## src/rtl/uart_loader.sv

```systemverilog
// uart_loader: boot-time program loader from an 8N1 UART line into CPU memory.
// It receives a 16-bit little-endian word count N and then N little-endian
// 16-bit words. Words are written upward from LOAD_BASE while the CPU is held
// in reset. The CPU is released once the last word has been written.
//
// Ports:
//   clk        system clock
//   rst        asynchronous, active-high reset
//   rx         UART receive line (idle high, asynchronous to clk)
//   mem_addr   byte address of the current write (holds between strobes)
//   wr_mem     one-cycle write strobe
//   wr_data    word to write (holds between strobes)
//   byt        constant 0; only word writes are issued
//   cpu_rst    CPU reset, high while loading
//   loading    high from reset until the load completes
//   frame_err  sticky; set when a byte arrives with stop bit = 0
module uart_loader #(
  parameter int unsigned           CLOCK_HZ   = 27_000_000,
  parameter int unsigned           BAUD       = 115200,
  parameter int unsigned           ADDR_WIDTH = 16,
  parameter logic [ADDR_WIDTH-1:0] LOAD_BASE  = 'h0300
) (
  input  logic                  clk,
  input  logic                  rst,
  input  logic                  rx,
  output logic [ADDR_WIDTH-1:0] mem_addr,
  output logic                  wr_mem,
  output logic [15:0]           wr_data,
  output logic                  byt,
  output logic                  cpu_rst,
  output logic                  loading,
  output logic                  frame_err
);

  localparam int unsigned DIV  = CLOCK_HZ / BAUD;
  localparam int unsigned CntW = $clog2(DIV) + 1;

  typedef enum logic [1:0] {RX_IDLE, RX_START, RX_DATA, RX_STOP} rx_state_e;
  typedef enum logic [2:0] {HDR_LO, HDR_HI, W_LO, W_HI, DONE} ld_state_e;

  // Receiver state
  logic            r_rx_meta, r_rx_sync;
  rx_state_e       r_rx_state, w_rx_state_d;
  logic [CntW-1:0] r_cnt, w_cnt_d;
  logic [2:0]      r_bit_idx, w_bit_idx_d;
  logic [7:0]      r_shift, w_shift_d;
  logic            r_byte_valid, w_byte_valid_d;
  logic            r_frame_err, w_frame_err_d;

  // Loader state
  ld_state_e             r_ld_state, w_ld_state_d;
  logic [7:0]            r_n_lo, w_n_lo_d;
  logic [15:0]           r_n, w_n_d;
  logic [15:0]           r_idx, w_idx_d;
  logic [7:0]            r_lo, w_lo_d;
  logic [ADDR_WIDTH-1:0] r_addr, w_addr_d;
  logic [15:0]           r_data, w_data_d;
  logic                  r_wr, w_wr_d;
  logic                  r_loading, w_loading_d;

  logic w_active;
  // Once the image is in, the line is ignored entirely (no bytes, no frame errors).
  assign w_active = (r_ld_state != DONE);

  always_ff @(posedge clk or posedge rst) begin
    if (rst) begin
      r_rx_meta    <= 1'b1;
      r_rx_sync    <= 1'b1;
      r_rx_state   <= RX_IDLE;
      r_cnt        <= '0;
      r_bit_idx    <= '0;
      r_shift      <= '0;
      r_byte_valid <= 1'b0;
      r_frame_err  <= 1'b0;
    end else begin
      r_rx_meta    <= rx;
      r_rx_sync    <= r_rx_meta;
      r_rx_state   <= w_rx_state_d;
      r_cnt        <= w_cnt_d;
      r_bit_idx    <= w_bit_idx_d;
      r_shift      <= w_shift_d;
      r_byte_valid <= w_byte_valid_d;
      r_frame_err  <= w_frame_err_d;
    end
  end

  always_comb begin
    w_rx_state_d   = r_rx_state;
    w_cnt_d        = r_cnt + 1'b1;
    w_bit_idx_d    = r_bit_idx;
    w_shift_d      = r_shift;
    w_byte_valid_d = 1'b0;
    w_frame_err_d  = r_frame_err;
    unique case (r_rx_state)
      RX_IDLE: begin
        w_cnt_d = '0;
        if (!r_rx_sync && w_active) w_rx_state_d = RX_START;
      end
      RX_START: begin
        // Mid-start-bit resample rejects short glitches.
        if (r_cnt == CntW'(DIV / 2)) begin
          w_cnt_d      = '0;
          w_bit_idx_d  = '0;
          w_rx_state_d = r_rx_sync ? RX_IDLE : RX_DATA;
        end
      end
      RX_DATA: begin
        if (r_cnt == CntW'(DIV - 1)) begin
          w_cnt_d     = '0;
          w_shift_d   = {r_rx_sync, r_shift[7:1]};
          w_bit_idx_d = r_bit_idx + 3'd1;
          if (r_bit_idx == 3'd7) w_rx_state_d = RX_STOP;
        end
      end
      RX_STOP: begin
        // Sampled mid stop bit, leaving half a bit of slack for a following start edge.
        if (r_cnt == CntW'(DIV - 1)) begin
          w_cnt_d      = '0;
          w_rx_state_d = RX_IDLE;
          if (r_rx_sync) w_byte_valid_d = 1'b1;
          else           w_frame_err_d  = 1'b1;
        end
      end
      default: w_rx_state_d = RX_IDLE;
    endcase
  end

  always_ff @(posedge clk or posedge rst) begin
    if (rst) begin
      r_ld_state <= HDR_LO;
      r_n_lo     <= '0;
      r_n        <= '0;
      r_idx      <= '0;
      r_lo       <= '0;
      r_addr     <= LOAD_BASE;
      r_data     <= '0;
      r_wr       <= 1'b0;
      r_loading  <= 1'b1;
    end else begin
      r_ld_state <= w_ld_state_d;
      r_n_lo     <= w_n_lo_d;
      r_n        <= w_n_d;
      r_idx      <= w_idx_d;
      r_lo       <= w_lo_d;
      r_addr     <= w_addr_d;
      r_data     <= w_data_d;
      r_wr       <= w_wr_d;
      r_loading  <= w_loading_d;
    end
  end

  always_comb begin
    w_ld_state_d = r_ld_state;
    w_n_lo_d     = r_n_lo;
    w_n_d        = r_n;
    w_idx_d      = r_idx;
    w_lo_d       = r_lo;
    w_addr_d     = r_addr;
    w_data_d     = r_data;
    w_wr_d       = 1'b0;
    w_loading_d  = r_loading;
    if (r_byte_valid) begin
      unique case (r_ld_state)
        HDR_LO: begin
          w_n_lo_d     = r_shift;
          w_ld_state_d = HDR_HI;
        end
        HDR_HI: begin
          w_n_d   = {r_shift, r_n_lo};
          w_idx_d = '0;
          if ({r_shift, r_n_lo} == 16'd0) begin
            w_ld_state_d = DONE;
            w_loading_d  = 1'b0;
          end else begin
            w_ld_state_d = W_LO;
          end
        end
        W_LO: begin
          w_lo_d       = r_shift;
          w_ld_state_d = W_HI;
        end
        W_HI: begin
          w_wr_d   = 1'b1;
          w_data_d = {r_shift, r_lo};
          // Address wraps silently at the top of the address space.
          w_addr_d = LOAD_BASE + ADDR_WIDTH'({r_idx, 1'b0});
          w_idx_d  = r_idx + 16'd1;
          w_ld_state_d = (r_idx == r_n - 16'd1) ? DONE : W_LO;
        end
        default: ;
      endcase
    end
    // Release the CPU on the cycle after the final write strobe.
    if (r_wr && r_ld_state == DONE) w_loading_d = 1'b0;
  end

  assign mem_addr  = r_addr;
  assign wr_mem    = r_wr;
  assign wr_data   = r_data;
  assign byt       = 1'b0;
  assign cpu_rst   = r_loading;
  assign loading   = r_loading;
  assign frame_err = r_frame_err;

endmodule

```

## config.mk

```make
export PLATFORM = sky130hd
export DESIGN_NAME = uart_loader
export DESIGN_NICKNAME = d
export VERILOG_FILES = /design/src/rtl/uart_loader.sv
export SDC_FILE = /design/constraint.sdc
export NUM_CORES = 1
export LEC_CHECK = 0
export BUFFER_PORTS_ARGS = -buffer_cell sky130_fd_sc_hd__buf_2
export CORE_AREA = 2 2 113 93
export DETAILED_ROUTE_END_ITERATION = 6
export DIE_AREA = 0 0 115 95
export PLACE_DENSITY = 0.8
export SETUP_SLACK_MARGIN = 0.4
export SLEW_MARGIN = 20
export SYNTH_ARGS = -nofsm -noshare
export SYNTH_HDL_FRONTEND = slang
export SYNTH_SLANG_ARGS = --single-unit
```

## constraint.sdc

```tcl
create_clock -name clk -period 3.2 [get_ports clk]
set_clock_uncertainty 0.2 [all_clocks]
set_input_delay 0.32 -clock clk [delete_from_list [all_inputs] [get_ports clk]]
set_output_delay 0.32 -clock clk [all_outputs]
set_load 0.1 [all_outputs]
```

==> out/qor.yml <==
status: "complete, no violations"
die-area_um2: 10930
dpl_worst_slack_ns: 0.4911
hold_class: "flip-flop to flip-flop"
area_growth_pct: 10.85
cts_root_buffer: "clkbuf_16"
track_usage_pct: 20.51
drt_iter0_markers: 184
design.core.area_um2: 9910
synth.avg_cell_area_um2: 11.38
fillCellCount: 823
async_reset_ff_share_pct: 100.0
fin_ws_ns: 0.5672
start_util_pct: 52.58
powerDensity_nw_per_um2: 432.5
gp_congestion: 0.9449
utilization_pct: 58.28
multi_input_area_um2: 2275
hold_violations: 0
worstMarginPinSlew_ns: 0.8117
diodes: 0
synth.distinct_cells: 55
synthesis.area_um2: 5210
first_pass_iters: 5
required_ns: 3.24
vias: 3442
rsz0062_at_grt: "false"
max-slew-margin-rel_pct: 45.89
cp_slowest_cell: "or4b_1"
clk_latency_ns: 0.35
antenna_found_initial: 0
drive_gt1_share_pct: 27.96
yosysWarnings: 0
crit_path_end_kind: "flip-flop"
grt_pass1_vias: 3512
start_kind: "flip-flop"
crit_chain: "inv_1, ha_2, or4b_4, nor3b_2, a31oi_1, or4b_1, o21a_1"
port_buffers: 37
antenna_left: 0
htree_levels: 3
vias_per_cell: 5.624
grt_overflow: 0
netlist_instances: 458
cp.arrival_ns: 2.68
seq_area_um2: 2759
path_clk_slew_ns: 0.07
layout_min_cycle_time_ns: 2.633
finalNonFillerCells: 612
clock_path_buffers: 2
finalSetupViolations: 0
finalSetupTns_ns: 0
dpl.hpwl_mm: 6.914
clkSinkCount: 110
synth-seq-cells: 110
num_rows: 33
die_w_um: 115
drc: 0
grt_pass1_wl_mm: 17.21
max_stage_delay_ns: 0.55
grt_max_degree: 111
fin_hold_ws_ns: 0.1638
path_max_fanout: 9
ios: 40
yosysSeqAreaShare_pct: 52.95
ys.flop_type: "dfrtp_1"
fp.dieH_um: 95
p_leak_nw: 2.772
max_freq_mhz: 379.8
place_inst: 593
wl_per_cell_um: 16.50
wl_mm: 10.10
report.final.slew_viol_count: 0
cts_tree: "built"
period_share_pct: 82.27
ir_drop_uv: 375.9
numCtsBuffers: 9
final_nets: 496
path_class: "flip-flop to flip-flop"
drv_cap: 0
synth_edf_count: 0
timing repair:
action / 4_1_cts / 5_1_grt
hold endpoints to repair: 106 / 0
gates resized for setup: 0 / 1
buffers inserted: 0 / 1
endpoints found under the setup margin: 0 / 4
hold buffers: 2 / 0
where the power goes:
part	internal (mW)	switching [mW]	total, mW
registers	1.39	0.00102	1.39
clock network	0.559	0.502	1.06
logic	0.00629	0.0375	0.0438
total	1.96	0.541	2.50
synthesized netlist by cell type (2+ instances only):
| master | n | area, um2 |
|---|---|---|
| nand4_1 | 9 | 56.30 |
| nand3_1 | 10 | 50.05 |
| clkbuf_1 | 17 | 63.81 |
| nand2b_1 | 6 | 37.54 |
| nor2_1 | 35 | 131.4 |
| nand3b_1 | 2 | 15.01 |
| buf_4 | 3 | 22.52 |
| dfstp_2 | 5 | 131.4 |
| nor4_1 | 7 | 43.79 |
| a211oi_1 | 2 | 15.01 |
| xnor2_1 | 30 | 262.8 |
| inv_1 | 13 | 48.80 |
| buf_2 | 7 | 35.03 |
| or3_1 | 2 | 12.51 |
| nand4b_1 | 3 | 26.28 |
| nor3b_2 | 2 | 25.02 |
| xor2_1 | 15 | 131.4 |
| dfrtp_1 | 105 | 2628 |
| mux2_2 | 62 | 698.2 |
| o21bai_1 | 2 | 15.01 |
| nor4b_1 | 3 | 26.28 |
| mux2i_1 | 4 | 40.04 |
| o31ai_1 | 2 | 15.01 |
| nor3_1 | 8 | 40.04 |
| nand2_1 | 34 | 127.6 |
| nor3b_1 | 2 | 15.01 |
| ha_1 | 8 | 100.1 |
| o211ai_1 | 2 | 15.01 |
| o21ai_0 | 20 | 100.1 |
| or2_2 | 3 | 18.77 |
| a21oi_1 | 7 | 35.03 |
| a31oi_1 | 2 | 12.51 |
| and3_1 | 3 | 18.77 |
| nor4_2 | 2 | 25.02 |
stage by stage:
step	total power [mW]	cell area [um2]
floorplan	1.454	5218
global placement	1.463	5460
detailed placement	1.464	5460
CTS	2.533	5766
global route	2.584	5776
finish	2.498	5776
routing by layer:
metal / part of all wire, % / track usage (%)
met1: 47 / 27.47
met2: 47 / 32.94
met3: 4.3 / 5.712
met4: 1.4 / 5.823
met5: 0 / 0
cells by family (layout without fill, tap and decap cells):
family,Yosys count,count (layout),share of synthesized area (%)
XOR/XNOR,45,45,7.565
flip-flops,110,110,52.95
AO/OA/AOI/OAI,46,46,5.379
buffers and inverters,42,73,3.554
adder cells (fa/ha/maj),8,8,1.921
other,1,2,0.07198
multiplexers,66,66,14.17
AND/OR/NAND/NOR,140,140,14.39
critical path: cells and delay by family (launching register included):
| kind | cells | cell delay, ns |
|---|---|---|
| DFF | 1 | 0.42 |
| adders and majority gates | 1 | 0.27 |
| AOI/OAI and AO/OA | 2 | 0.30 |
| and+or+nand+nor | 3 | 1.25 |
| buffers and inverters | 1 | 0.09 |
area by class of cell:
cell class	count	share of cell area, %
Timing Repair Buffer	43	4.289
Clock inverter	5	0.7366
Multi-Input combinational cell	307	39.38
Inverter	14	0.9749
Tap cell	122	2.643
Clock buffer	11	4.203
Sequential cell	110	47.77
worst paths after layout:
path / start / end / slack (ns) / depth (start not counted)
worst max-delay path: r_n[0] / r_ld_state[1] / 0.57 / 7
worst min-delay path: r_rx_meta / r_rx_sync / 0.16 / 0
worst max register to register: r_n[0] / r_ld_state[1] / 0.57 / 7
worst min register to register: r_rx_meta / r_rx_sync / 0.16 / 0
max in group asynchronous: rst / cpu_rst / 1.91 / 4
min in group asynchronous: rst / r_idx[12] / 0.47 / 4
flip-flops by register name, indices dropped and copies added (netlist names), named ones only:
signal and count:
r_idx 16, r_n 16, wr_data 16, mem_addr 15, r_cnt 9, r_lo 8, r_n_lo 8, r_shift 8
r_bit_idx 3, r_ld_state 3, cpu_rst 1, frame_err 1, r_byte_valid 1, r_rx_meta 1, r_rx_state 1, r_rx_sync 1
wr_mem 1
placed cells by master (no fill, tap or decap), types with 3 or more instances in the layout:
cell	instances
and3_1	3
mux2i_1	4
clkbuf_16	9
nand2b_1	6
inv_1	12
buf_4	3
a21oi_1	7
ha_1	7
dfrtp_1	105
xor2_1	15
buf_2	37
nand4_1	9
nand2_1	34
nor4_1	7
nor3_1	8
nand3_1	10
xnor2_1	30
nor4b_1	3
nand4b_1	3
mux2_2	62
dfstp_2	5
o21ai_0	20
or2_2	3
nor2_1	34
Power figures use the tool's default switching activity.
